File: src/rtl/csa_pipe_adder3.sv
// rtl/csa_pipe_adder3.sv - two-stage carry-save three-operand adder with valid/ready handshake
module csa_pipe_adder3 #(
    parameter int WIDTH = 8
) (
    input  logic               clk,
    input  logic               rst,
    input  logic               in_valid,
    output logic               in_ready,
    input  logic [WIDTH-1:0]   in_a,
    input  logic [WIDTH-1:0]   in_b,
    input  logic [WIDTH-1:0]   in_c,
    input  logic               in_signed,
    output logic               out_valid,
    input  logic               out_ready,
    output logic [WIDTH+1:0]   out_sum
);
    localparam int EW = WIDTH + 2;

    // Two guard bits make the three-operand sum exact in either signedness.
    function automatic logic [EW-1:0] ext(input logic [WIDTH-1:0] v, input logic sgn);
        return {{2{sgn & v[WIDTH-1]}}, v};
    endfunction

    logic [EW-1:0] ea, eb, ec;
    logic [EW-1:0] csa_sum, csa_maj;
    logic [EW-1:0] s1_sum, s1_carry;
    logic          s1_valid;
    logic          out_adv, s1_adv;

    always_comb begin
        ea      = ext(in_a, in_signed);
        eb      = ext(in_b, in_signed);
        ec      = ext(in_c, in_signed);
        csa_sum = ea ^ eb ^ ec;
        csa_maj = (ea & eb) | (ea & ec) | (eb & ec);
    end

    assign out_adv  = !out_valid | out_ready;
    assign s1_adv   = !s1_valid | out_adv;
    assign in_ready = s1_adv;

    always_ff @(posedge clk) begin
        if (rst) begin
            out_valid <= 1'b0;
            out_sum   <= '0;
            s1_valid  <= 1'b0;
            s1_sum    <= '0;
            s1_carry  <= '0;
        end else begin
            if (s1_valid && out_adv) begin
                out_sum   <= s1_sum + s1_carry;
                out_valid <= 1'b1;
            end else if (out_ready) begin
                out_valid <= 1'b0;
            end

            // Operands are only sampled under in_valid, so undriven inputs never leak forward.
            if (in_valid && s1_adv) begin
                s1_sum   <= csa_sum;
                s1_carry <= {csa_maj[EW-2:0], 1'b0};
                s1_valid <= 1'b1;
            end else if (out_adv) begin
                s1_valid <= 1'b0;
            end
        end
    end
endmodule
File: config.mk
export PLATFORM = sky130hd
export DESIGN_NAME = csa_pipe_adder3
export DESIGN_NICKNAME = d
export VERILOG_FILES = /design/src/rtl/csa_pipe_adder3.sv
export SDC_FILE = /design/constraint.sdc
export NUM_CORES = 1
export LEC_CHECK = 0
export CORE_MARGIN = 2
export CORE_UTILIZATION = 45
export CTS_BUF_LIST = sky130_fd_sc_hd__clkbuf_16
export DETAILED_ROUTE_END_ITERATION = 16
export PLACE_DENSITY = 0.73
export SLEW_MARGIN = 20
export SYNTH_ARGS = -nofsm -noshare
export SYNTH_HDL_FRONTEND = slang
export SYNTH_SLANG_ARGS = --single-unit
File: constraint.sdc
create_clock -name clk -period 4.9 [get_ports clk]
set_input_delay 0.98 -clock clk [delete_from_list [all_inputs] [get_ports clk]]
set_output_delay 0.98 -clock clk [all_outputs]
set_load 0.01 [all_outputs]
==> impl_results.md <==
* Status: completed
* IO Pins at 41
* Diode count at 0
* Vias/cell at 5.126
* Vias at 1379
* Comb power frac at 17.7%
* Post-Syn Area per Cell at 8.896 sq um
* Placer Congestion at 0.7315
* Clk Latency, worst-skew pair at 0.27 ns
* Placed cell area at 0.002046 sq mm
* Max Freq at 0.3112 GHz
* LEAKAGE at 0.8812 nW
* CP required at 3.92 ns
* Critical path origin: out_ready
* Syn Std Cell Area at 0.001619 sq mm
* PD cells at 307.7 mW/mm^2
* Hold Path Stages at 2
* Crit path launch type: input pin
* Sequential area share after synthesis at 37.09%
* Initial Util at 47.77%
* Hold Path Sink: out_sum[0]
* CTS tree: done
* Share of cells above drive strength 1 at 6.278%
* Iter 0 DRT Violations at 78
* Worst EP arrival at 2.23 ns
* Clk pwr share at 41.9%
* Reg-to-Reg Start: s1_sum[1]
* Vias in the first global route at 1419
* Max-slew headroom at 30.33%
* HPWL after detailed placement at 2575 um
* GR Util met2 at 31.90%
* Std-Cell Rows at 21
* Hold-fix buffers, CTS at 0
* Post-synth EDFFs at 0
* Pwr Total at 0.6717 mW
* CTS buffer count at 5
* Max-cap violations at 0
* Fin crit share at 65.58%
* Root buf cell: clkbuf_16
* Sw Ratio at 24.82%
* Core area at 0.003390 sq mm
* Sequential share of power at 40.4%
* Commonest non-fill, non-tap cell in the layout: nand2_1
* P_int at 0.5050 mW
* R2R Setup Slk at 2.91 ns
* First-pass GRT wire length at 6092 um
* Top Usage Layer GRT: met2
* TritonRoute pass-1 iters at 4
* Max-slew violations at 0
* Width of the die at 63.98 um
* Fin Hold WS at 0.4567 ns
* # Post-CTS Setup Buffers at 0
* Total global-route track usage at 18.92%
* Hold Path Origin: out_sum[0]
* Post-cts sizing count at 0
* Seq cells post-synth at 30
* # port buffers at 40
* Routed WL at 3445 um
* Reg2Reg Depth at 6
* Die height at 63.98 um
* Avg WL per Cell at 12.81 um
* Mapped Cells at 182
* Finished Cell Area at 0.002183 sq mm
* Grt total ovfl at 0
* Clk_skew at 0.002930 ns
* Crit-path max FO at 3
* Sink Count at 30
* Measured slew at the worst slew-check pin at 1.042 ns
* Final hold vios at 0
* Setup CP Type: in2out
* Synth-to-layout area growth at 34.85%
* Net load switching power at 0.1667 mW
* Met1 track demand over resource at 22.61%
* Remaining routing DRC violations at 0
* Fin nets at 269
* Htree depth at 2
* Final TNS setup at 0 ns
* Post-Syn Nets at 229
* Worst hold path class: reg2reg
* Final min period at 3.213 ns
* Setup crit end kind: primary output
* Clock buffer depth at 2
* VDD IR max at 0.1744 mV
* Final ANT Viol Nets at 0
* Die ar. at 0.004093 sq mm
* Yosys warning total at 0
* RSZ-0062 raised after global routing: no
* Initial antenna violation count at 0
* R2R Path End: out_sum[9]
* Primary FF master, synth: dfxtp_1
* Commonest non-fill, non-tap cells in the layout: nand2_1 (45), clkdlybuf4s50_1 (40), dfxtp_1 (30)
* Yosys cell types at 39
* GRT met3 Usage at 5.986%
* Setup violators final at 0
* Clock transition at path regs at 0.05 ns
* Share of flip-flops with an asynchronous set or reset at 0%
* Largest net degree at the start of global routing at 30
worst max-delay path by stage:
stage / endpoint / slack, ns / cells after the start
6_report: in_ready / 1.69 / 3
5_1_grt: in_ready / 1.64 / 3
4_1_cts: in_ready / 1.68 / 3
3_5_place_dp: in_ready / 1.68 / 3
3_3_place_gp: in_ready / 1.72 / 3
2_1_floorplan: in_ready / 2.73 / 1
layer usage:
metal / vias up / part of all wire, %
met1: 634 / 45
met2: 35 / 50
li1: 706 / -
met3: 4 / 3.6
met4: 0 / 1.3
met5: - / 0
state kept, by name (all words and copies together) (netlist names):
| signal | flops |
|---|---|
| out_sum | 10 |
| s1_carry | 9 |
| s1_sum | 9 |
| out_valid | 1 |
| s1_valid | 1 |
cell type report:
type	count	area, sq um
clock buffers	5	125.1
clock inverters	3	12.51
fillers	280	1206
inverters	3	11.26
multi-input cells	142	975.9
flip-flops and latches	30	600.6
well taps	46	57.56
repair buffers	40	400.4
cell usage after synthesis (2+ instances only):
cell       n  area (sq um)
o21ai_0    6         30.03
clkbuf_1   2         7.510
a21oi_1   26         130.1
inv_1      3         11.26
nand2_1   45         168.9
o211ai_1   3         22.52
buf_2      4         20.02
a211oi_1   3         22.52
and2_1     3         18.77
ha_1       8         100.1
fa_1      10         200.2
nor2_1     7         26.28
nand4b_1   2         17.52
nand3_1    3         15.01
xnor2_1    3         26.28
nand2b_1   2         12.51
dfxtp_1   30         600.6
power by group through the flow:
stage               Sequential [mW]  Combinational (mW)  Clock, mW
floorplan                     0.276              0.0659          0
global placement              0.275               0.114          0
detailed placement            0.276               0.118          0
CTS                           0.272               0.119      0.283
global route                  0.273               0.134      0.300
finish                        0.272               0.119      0.281
worst max-delay path, stage by stage:
cell,delay (ns)
clkdlybuf4s50_1,0.52
nand3b_1,0.17
clkdlybuf4s50_1,0.56
metrics by stage:
step	worst slack [ns]	instances	util, %
after floorplan	2.726	182	-
after global placement	1.723	261	60.35
after detailed placement	1.676	261	60.35
after CTS	1.677	269	64.41
after global routing	1.639	269	64.41
final	1.687	269	64.41
logic make-up (layout without fill, tap and decap cells):
logic type               after synthesis  after routing  share of synthesized area [%]
adder cells (fa/ha/maj)               18             18                          18.55
AND/OR/NAND/NOR                       71             71                          20.40
flip-flops                            30             30                          37.09
buffers and inverters                 10             51                          2.627
XOR/XNOR                               4              4                          2.164
AO/OA/AOI/OAI                         49             49                          19.17
(Power assumes the default switching activity.)
